--- src/rtl/instr_fetcher_pkg.sv ---
// instr_fetcher_pkg: jal opcode and fetch FSM encoding shared by the fetch unit
package instr_fetcher_pkg;
  localparam logic [6:0] OP_JAL = 7'b1101111;
  typedef enum logic [1:0] {S_IDLE = 2'd0, S_WAIT = 2'd1, S_DROP = 2'd2} fetch_state_t;
endpackage

--- src/rtl/instr_fetcher_queue.sv ---
// instr_fetcher_queue: circular FIFO of {pc, instr} with flush, feeding the decoder
module instr_fetcher_queue #(
  parameter int DEPTH = 4
) (
  input  logic        clk_in,
  input  logic        rst_in,
  input  logic        push,
  input  logic [31:0] push_pc,
  input  logic [31:0] push_instr,
  input  logic        pop,
  input  logic        flush,
  output logic        full,
  output logic        empty,
  output logic [31:0] head_pc,
  output logic [31:0] head_instr
);
  localparam int AW = $clog2(DEPTH);
  localparam int CW = AW + 1;
  logic [AW-1:0] head, tail;
  logic [CW-1:0] count;
  logic [31:0] pc_mem [DEPTH];
  logic [31:0] instr_mem [DEPTH];
  assign full = count == CW'(DEPTH);
  assign empty = count == '0;
  assign head_pc = pc_mem[head];
  assign head_instr = instr_mem[head];
  always_ff @(posedge clk_in or posedge rst_in) begin
    if (rst_in) begin
      head <= '0;
      tail <= '0;
      count <= '0;
      for (int i = 0; i < DEPTH; i++) begin
        pc_mem[i] <= '0;
        instr_mem[i] <= '0;
      end
    end else if (flush) begin
      head <= '0;
      tail <= '0;
      count <= '0;
    end else begin
      if (push) begin
        pc_mem[tail] <= push_pc;
        instr_mem[tail] <= push_instr;
        tail <= tail + 1'b1;
      end
      if (pop) head <= head + 1'b1;
      count <= count + CW'(push) - CW'(pop);
    end
  end
endmodule

--- src/rtl/instr_fetcher.sv ---
// instr_fetcher: sequential fetch with static jal following, one outstanding request, decoder queue
module instr_fetcher
  import instr_fetcher_pkg::*;
#(
  parameter int          QUEUE_DEPTH = 4,
  parameter logic [31:0] RESET_PC    = 32'h0000_0000
) (
  input  logic        clk_in,
  input  logic        rst_in,
  input  logic        rdy_in,
  output logic        icache_req_valid,
  output logic [31:0] icache_req_addr,
  input  logic        icache_req_ready,
  input  logic        icache_resp_valid,
  input  logic [31:0] icache_resp_instr,
  output logic        dec_valid,
  output logic [31:0] dec_pc,
  output logic [31:0] dec_instr,
  input  logic        dec_ready,
  input  logic        redirect_valid,
  input  logic [31:0] redirect_pc
);
  fetch_state_t state;
  logic [31:0] fetch_pc, req_pc, jal_target;
  logic full, empty, accept, push, pop, is_jal;
  assign icache_req_valid = !rst_in && state == S_IDLE && rdy_in && !redirect_valid && !full;
  assign icache_req_addr = fetch_pc;
  assign accept = icache_req_valid && icache_req_ready;
  assign push = icache_resp_valid && state == S_WAIT && !redirect_valid;
  assign dec_valid = !rst_in && !empty && rdy_in;
  assign pop = dec_valid && dec_ready && !redirect_valid;
  assign is_jal = icache_resp_instr[6:0] == OP_JAL;
  assign jal_target = req_pc + {{11{icache_resp_instr[31]}}, icache_resp_instr[31],
                                icache_resp_instr[19:12], icache_resp_instr[20],
                                icache_resp_instr[30:21], 1'b0};
  always_ff @(posedge clk_in or posedge rst_in) begin
    if (rst_in) begin
      state <= S_IDLE;
      fetch_pc <= RESET_PC;
      req_pc <= '0;
    end else if (redirect_valid) begin
      fetch_pc <= redirect_pc;
      state <= (state == S_IDLE || icache_resp_valid) ? S_IDLE : S_DROP;
    end else if (accept) begin
      req_pc <= fetch_pc;
      fetch_pc <= fetch_pc + 32'd4;
      state <= S_WAIT;
    end else if (icache_resp_valid && state != S_IDLE) begin
      if (state == S_WAIT && is_jal) fetch_pc <= jal_target;
      state <= S_IDLE;
    end
  end
  instr_fetcher_queue #(.DEPTH(QUEUE_DEPTH)) u_queue (
    .clk_in     (clk_in),
    .rst_in     (rst_in),
    .push       (push),
    .push_pc    (req_pc),
    .push_instr (icache_resp_instr),
    .pop        (pop),
    .flush      (redirect_valid),
    .full       (full),
    .empty      (empty),
    .head_pc    (dec_pc),
    .head_instr (dec_instr)
  );
endmodule
--- config.mk ---
export PLATFORM = sky130hd
export DESIGN_NAME = instr_fetcher
export DESIGN_NICKNAME = d
export VERILOG_FILES = /design/src/rtl/instr_fetcher_pkg.sv /design/src/rtl/instr_fetcher_queue.sv /design/src/rtl/instr_fetcher.sv
export SDC_FILE = /design/constraint.sdc
export NUM_CORES = 1
export LEC_CHECK = 0
export BUFFER_PORTS_ARGS = -buffer_cell sky130_fd_sc_hd__buf_2
export CAP_MARGIN = 25
export CORE_MARGIN = 2
export CORE_UTILIZATION = 40
export CTS_BUF_LIST = sky130_fd_sc_hd__clkbuf_16
export CTS_CLUSTER_DIAMETER = 100
export DETAILED_ROUTE_END_ITERATION = 7
export HOLD_SLACK_MARGIN = 0.12
export PLACE_DENSITY = 0.63
export SYNTH_ARGS = -nofsm -noshare
export SYNTH_HDL_FRONTEND = slang
export SYNTH_SLANG_ARGS = --single-unit
--- constraint.sdc ---
create_clock -name clk_in -period 16.53 [get_ports clk_in]
set_clock_uncertainty 0.15 [all_clocks]
set_input_delay 0.8265 -clock clk_in [delete_from_list [all_inputs] [get_ports clk_in]]
set_output_delay 0.8265 -clock clk_in [all_outputs]
set_load 0.005 [all_outputs]
==> results by group, run 1 <==
Status
  • Status: finished clean

Global route
  • Initial antenna violation count: 0
  • Vias in the first global route: 11.3k
  • Pin count of the biggest net entering global routing: 112
  • Total grt overflow: 0
  • GRT Overall Usage: 20.3%
  • First-pass GRT wire length: 65600 µm

Floorplanning
  • Core area: 40000 µm²
  • # rows: 73
  • Die footprint: 42400 µm²
  • Die X: 206 µm
  • Starting density of the core: 40.7%
  • Die Y: 206 µm
  • Boundary Pins: 169

Power
  • Leakage power: 9.10 nW
  • Total Power: 2.24 mW
  • Switch share: 29.9%
  • Reg power frac: 43.4%
  • Logic pwr share: 22.0%
  • Cell Int Power: 1.57 mW
  • Worst vdd ir: 0.0684 mV
  • Psw: 668 µW
  • Clk pwr share: 34.7%
  • PwrDens: 119 nW/µm²

STA
  • Min Clock Period, post-route: 3770 ps
  • Slew headroom: 31.5%
  • Final Max Slew Viols: 0
  • Final hold vios: 0
  • Final period utilization: 22.8%
  • Setup-failing EPs final: 0
  • Slew @ Worst Pin: 1030 ps
  • TNS Setup: 0 ps
  • RSZ-0062 raised after global routing: false
  • Fmax: 266 MHz

Clock tree
  • Clock Sinks: 329
  • Clk buf depth: 3
  • Reg clk slew, reported paths: 60 ps
  • H-tree depth: 2
  • Setup Fix Bufs, Post-CTS: 0
  • Worst-Skew Late Latency: 530 ps
  • CTS tree: built
  • Root buf cell: clkbuf_16
  • Cts repair resizes: 0
  • Num CTS Buffers: 37
  • # hold bufs at CTS: 0

Place
  • Placer Congestion: 0.850
  • Final HPWL DP: 27700 µm
  • I/O Buffers: 168

Synth
  • XOR/XNOR Fraction of Synth Area: 2.47%
  • Dominant synthesized flop cell: dfrtp_1
  • Syn nets: 1402
  • Synthesized flop and latch total: 329
  • Post-Syn Area: 16300 µm²
  • Largest family of logic cells by synthesized area: multiplexers
  • Syn Area/Cell: 12.6 µm²
  • Async SR Flop Fraction: 100%
  • Syn. warnings: 0
  • Synth Area in Simple Gates: 7.87%
  • Sequential area share after synthesis: 50.5%
  • Synth Area in Compound Gates: 7.63%
  • Adder-Cell Fraction of Synth Area: 3.09%
  • EDFF count, synth: 0
  • Post-synthesis cell count: 1292
  • Cell variety after synth: 74
  • Mux cell area share after synthesis: 26.2%

Worst setup path
  • Worst setup EP type: output port
  • Startpoint Class: flip-flop
  • Largest fanout on the critical path: 52
  • Worst path arrival time: 2790 ps
  • Flop2flop setup slack: 13150 ps
  • CP required: 15550 ps
  • Reg2reg start: req_pc[1]
  • Reg2Reg Depth: 12
  • Critical R2R Capture: icache_req_addr[31]
  • Crit Path Class: reg -> out

Drt
  • Post-DRT Antenna Nets: 0
  • # DRC: 0
  • Routed vias/inst: 5.53
  • Final wirelength: 42000 µm
  • DR vias: 11.0k
  • Drt pass-1 iters: 6
  • DR iter-0 viols: 767
  • Drt wl/cell: 21.1 µm

Flow run
  • Max Cap Viol: 0

Cells and area
  • Fill cells: 3660
  • Layout Utilization: 47.2%
  • Share of cells above drive strength 1: 39.0%
  • Multi-input logic area: 7710 µm²
  • Reg area: 8240 µm²
  • Final net count: 1555
  • Synthesis-to-finish area growth: 15.9%

Min path
  • HP Class: in -> async
synth_stat cells (2+ instances only):
| cell | instances | share of area (%) |
|---|---|---|
| nand2b_1 | 4 | 0.15 |
| buf_4 | 3 | 0.14 |
| and3_1 | 5 | 0.19 |
| nand2_1 | 148 | 3.4 |
| a31oi_1 | 4 | 0.15 |
| o41ai_1 | 2 | 0.11 |
| clkbuf_1 | 53 | 1.2 |
| a21oi_1 | 46 | 1.4 |
| o311ai_0 | 2 | 0.11 |
| o21ai_1 | 7 | 0.21 |
| nand3_1 | 23 | 0.71 |
| nor4_1 | 2 | 0.077 |
| a21boi_0 | 2 | 0.092 |
| mux2_2 | 248 | 17 |
| nor3_1 | 15 | 0.46 |
| o22ai_1 | 8 | 0.31 |
| xnor2_1 | 31 | 1.7 |
| a221oi_1 | 2 | 0.11 |
| a21o_1 | 6 | 0.28 |
| inv_1 | 19 | 0.44 |
| nand3b_1 | 2 | 0.092 |
| mux2i_1 | 3 | 0.18 |
| nor2b_1 | 2 | 0.077 |
| nand4_1 | 10 | 0.38 |
| buf_1 | 8 | 0.18 |
| o21bai_1 | 4 | 0.18 |
| o31ai_4 | 2 | 0.26 |
| or3_1 | 6 | 0.23 |
| xor2_1 | 15 | 0.81 |
| o31ai_1 | 2 | 0.092 |
| nor2_1 | 54 | 1.2 |
| a211oi_1 | 8 | 0.37 |
| dfrtp_1 | 329 | 51 |
| fa_1 | 2 | 0.25 |
| ha_1 | 37 | 2.8 |
| and4_1 | 2 | 0.11 |
| o21a_1 | 5 | 0.23 |
| o21ai_0 | 53 | 1.6 |
| buf_2 | 7 | 0.21 |
| mux4_2 | 64 | 8.8 |
| and2_1 | 2 | 0.077 |
| o211ai_1 | 13 | 0.60 |
registers in the layout, indices dropped and copies added (netlist names):
| name | count |
|---|---|
| u_queue.head | 2 |
| state | 2 |
| u_queue.count | 3 |
| icache_req_addr | 32 |
| req_pc | 32 |
| u_queue.pc_mem | 128 |
| u_queue.instr_mem | 128 |
| u_queue.tail | 2 |
through the flow:
stage | worst slack (ps) | cell area [µm²] | hold WS, ps | std cells
floorplan | 6440 | 16300 | 295 | 1292
global placement | 12410 | 17600 | 307 | 1926
detailed placement | 12300 | 17600 | 318 | 1927
CTS | 12630 | 18800 | 331 | 1989
global route | 12600 | 18900 | 351 | 1993
finish | 12760 | 18900 | 276 | 1994
how the worst max path moves through the flow:
stage | startpoint | endpoint | slack [ps]
after global routing | u_queue.head[1] | dec_pc[14] | 12600
after global placement | redirect_valid | icache_req_addr[29] | 12410
after detailed placement | redirect_valid | icache_req_addr[24] | 12300
after floorplan | rst_in | icache_req_addr[0] | 6440
final | u_queue.head[1] | dec_pc[14] | 12760
after CTS | u_queue.head[0] | dec_instr[28] | 12630
power by group through the flow:
stage | clock network (mW) | registers (mW) | logic (mW)
after floorplan | 0 | 0.951 | 0.331
final | 0.776 | 0.970 | 0.492
after detailed placement | 0 | 0.983 | 0.488
after global placement | 0 | 0.978 | 0.481
after CTS | 0.798 | 0.970 | 0.493
after global routing | 0.833 | 0.983 | 0.542
final cells by class:
type / count / share of cell area, %
sequential: 329 / 43.6
multi-input combinational: 871 / 40.8
timing repair buffer: 186 / 5.61
clock buffer: 39 / 5.17
tap: 525 / 3.48
clock inverter: 23 / 0.815
inverter: 20 / 0.437
antenna: 1 / 0.0133
cells in the final DEF, fill, tap and decap left out, types with 5 or more instances in the layout:
cell,netlist,final
a21o_1,6,6
nand2_2,0,5
clkbuf_16,0,39
o21a_1,5,5
o21ai_1,7,7
buf_4,3,13
mux4_2,64,64
o211ai_1,13,13
a211oi_1,8,8
nand2_1,148,143
o21ai_0,53,53
clkinv_2,0,5
clkinv_1,1,8
xor2_1,15,15
xnor2_1,31,31
or3_1,6,6
nand3_1,23,23
ha_1,37,37
o22ai_1,8,8
a21oi_1,46,46
nand4_1,10,10
dfrtp_1,329,327
inv_1,19,25
mux2_2,248,248
buf_2,7,168
nor2_1,54,54
nor3_1,15,15
and3_1,5,5
critical path, cell delays in order (launching register included):
cell,delay (ps)
dfrtp_4,600
buf_4,800
mux4_2,660
buf_2,150
logic make-up (layout without fill, tap and decap cells):
family | count (synthesis) | in the layout
fa+ha+maj | 39 | 39
buf+inv | 92 | 268
xor+xnor | 46 | 46
other cells | 0 | 1
simple gates | 285 | 285
mux | 315 | 315
flops | 329 | 329
compound gates | 186 | 186
layer usage:
layer  track usage, %  part of all wire, %  vias to the layer above
li1                 -                    -                     5023
met1             29.7                   47                     5655
met2             31.3                   45                      300
met3             3.55                  5.9                       54
met4             4.85                  1.9                        0
met5                0                    0                        -
No activity file was read; power rests on OpenSTA's default activity.
==> run 2, diff against run 1 <==
--- a/config.mk
+++ b/config.mk
@@ -13,7 +13,7 @@
 export CTS_CLUSTER_DIAMETER = 100
 export DETAILED_ROUTE_END_ITERATION = 7
 export HOLD_SLACK_MARGIN = 0.12
-export PLACE_DENSITY = 0.63
+export PLACE_DENSITY = 0.65
 export SYNTH_ARGS = -nofsm -noshare
 export SYNTH_HDL_FRONTEND = slang
 export SYNTH_SLANG_ARGS = --single-unit
==> constraint.sdc (replaced) <==
create_clock -name clk_in -period 3.4 [get_ports clk_in]
set_clock_uncertainty 0.15 [all_clocks]
set_input_delay 0.17 -clock clk_in [delete_from_list [all_inputs] [get_ports clk_in]]
set_output_delay 0.17 -clock clk_in [all_outputs]
set_load 0.005 [all_outputs]
==> results by group, run 2 (synthesis results as in run 1) <==
Cells and area
  • Synthesis-to-finish area growth: 20.4%
  • Share of cells above drive strength 1: 37.7% (-1.3 points)
  • Final net count: 1635 (+5.1%)
  • Commonest non-fill, non-tap cell in the layout: dfrtp_1
  • Biggest regs: u_queue.instr_mem (128), u_queue.pc_mem (128)
  • Antenna fix cells: 0 (-1)
  • Commonest cells after routing, fill and taps aside: 326 x dfrtp_1, 248 x mux2_2, 168 x buf_2
  • Layout Utilization: 49.1% (+1.9 points)

Floorplanning
  • Die Y: 206 µm (unchanged)
  • Die footprint: 42400 µm² (unchanged)
  • Core area: 40000 µm² (unchanged)
  • Boundary Pins: 169 (unchanged)
  • Die X: 206 µm (unchanged)
  • Starting density of the core: 40.7% (unchanged)
  • # rows: 73 (unchanged)

Worst setup path
  • Crit Path Class: reg -> reg
  • Worst path arrival time: 3480 ps (+690 ps)
  • Largest fanout on the critical path: 6 (-88%)
  • Startpoint Class: flip-flop
  • Worst setup EP type: flip-flop
  • CP required: 3670 ps (-11880 ps)

Clock tree
  • Root buf cell: clkbuf_16
  • Num CTS Buffers: 37 (unchanged)
  • Clock Sinks: 329 (unchanged)
  • CTS tree: built
  • Clk buf depth: 3 (unchanged)
  • Worst-Skew Late Latency: 530 ps (about the same)
  • Setup Fix Bufs, Post-CTS: 0 (unchanged)
  • Reg clk slew, reported paths: 60 ps (about the same)
  • H-tree depth: 2 (unchanged)

Place
  • Final HPWL DP: 28500 µm (+2.9%)
  • I/O Buffers: 168 (unchanged)
  • Placer Congestion: 0.901 (+5.9%)

Drt
  • DR iter-0 viols: 837 (+9.1%)
  • Drt wl/cell: 20.4 µm (-3.0%)
  • Final wirelength: 42400 µm (+0.94%)
  • # DRC: 0 (unchanged)
  • Drt pass-1 iters: 5 (-1)
  • Post-DRT Antenna Nets: 0 (unchanged)
  • DR vias: 11.4k (+3.1%)
  • Routed vias/inst: 5.48 (-0.99%)

Global route
  • Initial antenna violation count: 0 (unchanged)
  • Total grt overflow: 0 (unchanged)
  • First-pass GRT wire length: 66100 µm (+0.82%)
  • Pin count of the biggest net entering global routing: 78 (-30%)
  • GRT Overall Usage: 20.2% (-0.024 points)
  • Vias in the first global route: 11.6k (+2.0%)

STA
  • Final hold vios: 0 (unchanged)
  • Slew @ Worst Pin: 796 ps (-231 ps)
  • RSZ-0062 raised after global routing: false
  • Final Max Slew Viols: 0 (unchanged)
  • Min Clock Period, post-route: 3210 ps
  • Final period utilization: 94.5%
  • TNS Setup: 0 ps (unchanged)
  • Worst hold slack: 157 ps (-119 ps)
  • Fmax: 311 MHz
  • Slew headroom: 46.9% (+15 points)
  • Setup-failing EPs final: 0 (unchanged)

Power
  • PwrDens: 547 nW/µm² (+360%)
  • Leakage power: 9.43 nW (+3.7%)
  • Total Power: 10.7 mW (+380%)
  • Worst vdd ir: 0.346 mV (+410%)

Flow run
  • Max Cap Viol: 0 (unchanged)

Min path
  • HP Class: in -> reg

Status
  • Status: finished clean
[run 2: cell types whose count changed in the layout (fill, tap and decap cells not counted), sizes merged]
cell         delta
dlygate4sd3    +71
clkbuf          -2
clkinv          +5
buf             +9
diode           -1
bufinv          -2
inv             +2
[run 2: report_power, final]
part	switching (mW)	internal, mW
Clock	1.57	1.98
Sequential	0.418	4.30
Combinational	1.28	1.20
Total	3.26	7.47
[run 2: final cells by class]
class                           count  area, µm²
Timing Repair Buffer              266       1880
Multi-Input combinational cell    871       7710
Tap cell                          525        657
Fill cell                        3572      20400
Clock inverter                     28        133
Clock buffer                       37        926
Inverter                           20       78.8
Sequential cell                   329       8240
[run 2: final timing paths]
check / from / endpoint / slack [ps] / cells after the start
max: req_pc[1] / icache_req_addr[27] / 190 / 13
min: rdy_in / u_queue.head[0] / 160 / 6
max reg2reg: req_pc[1] / icache_req_addr[27] / 190 / 13
min reg2reg: u_queue.instr_mem[118] / u_queue.instr_mem[118] / 330 / 2
max in group asynchronous: rst_in / u_queue.instr_mem[122] / 1650 / 6
min in group asynchronous: rst_in / u_queue.head[1] / 520 / 4
[run 2: per-stage QoR]
step | area [µm²] | std cells | setup WS, ps
global placement | 17800 | 1939 | 217
detailed placement | 17800 | 1939 | 148
finish | 19600 | 2076 | 187
floorplan | 16300 | 1292 | -1310
global route | 19600 | 2076 | 31.4
CTS | 19600 | 2074 | 94.7
[run 2: timing repair]
action	in CTS	in global routing
resized for setup	0	1
hold buffers	70	1
hold endpoints to repair	207	2
setup endpoints to repair	0	2
[run 2: per-layer routing]
metal	track usage (%)	routed length (µm)
met5	0	0
met4	3.80	576
met3	3.22	2350
met2	32.0	19500
met1	29.7	20000
[run 2: critical path, cell delays in order (launching register included)]
cell,delay [ps]
dfrtp_2,410
ha_1,210
inv_1,60
fa_1,390
and2b_2,280
o211ai_4,90
a21boi_4,190
a21oi_2,130
o31ai_4,320
a31oi_4,150
buf_4,180
o21ai_1,180
xnor2_1,80
a221oi_1,270
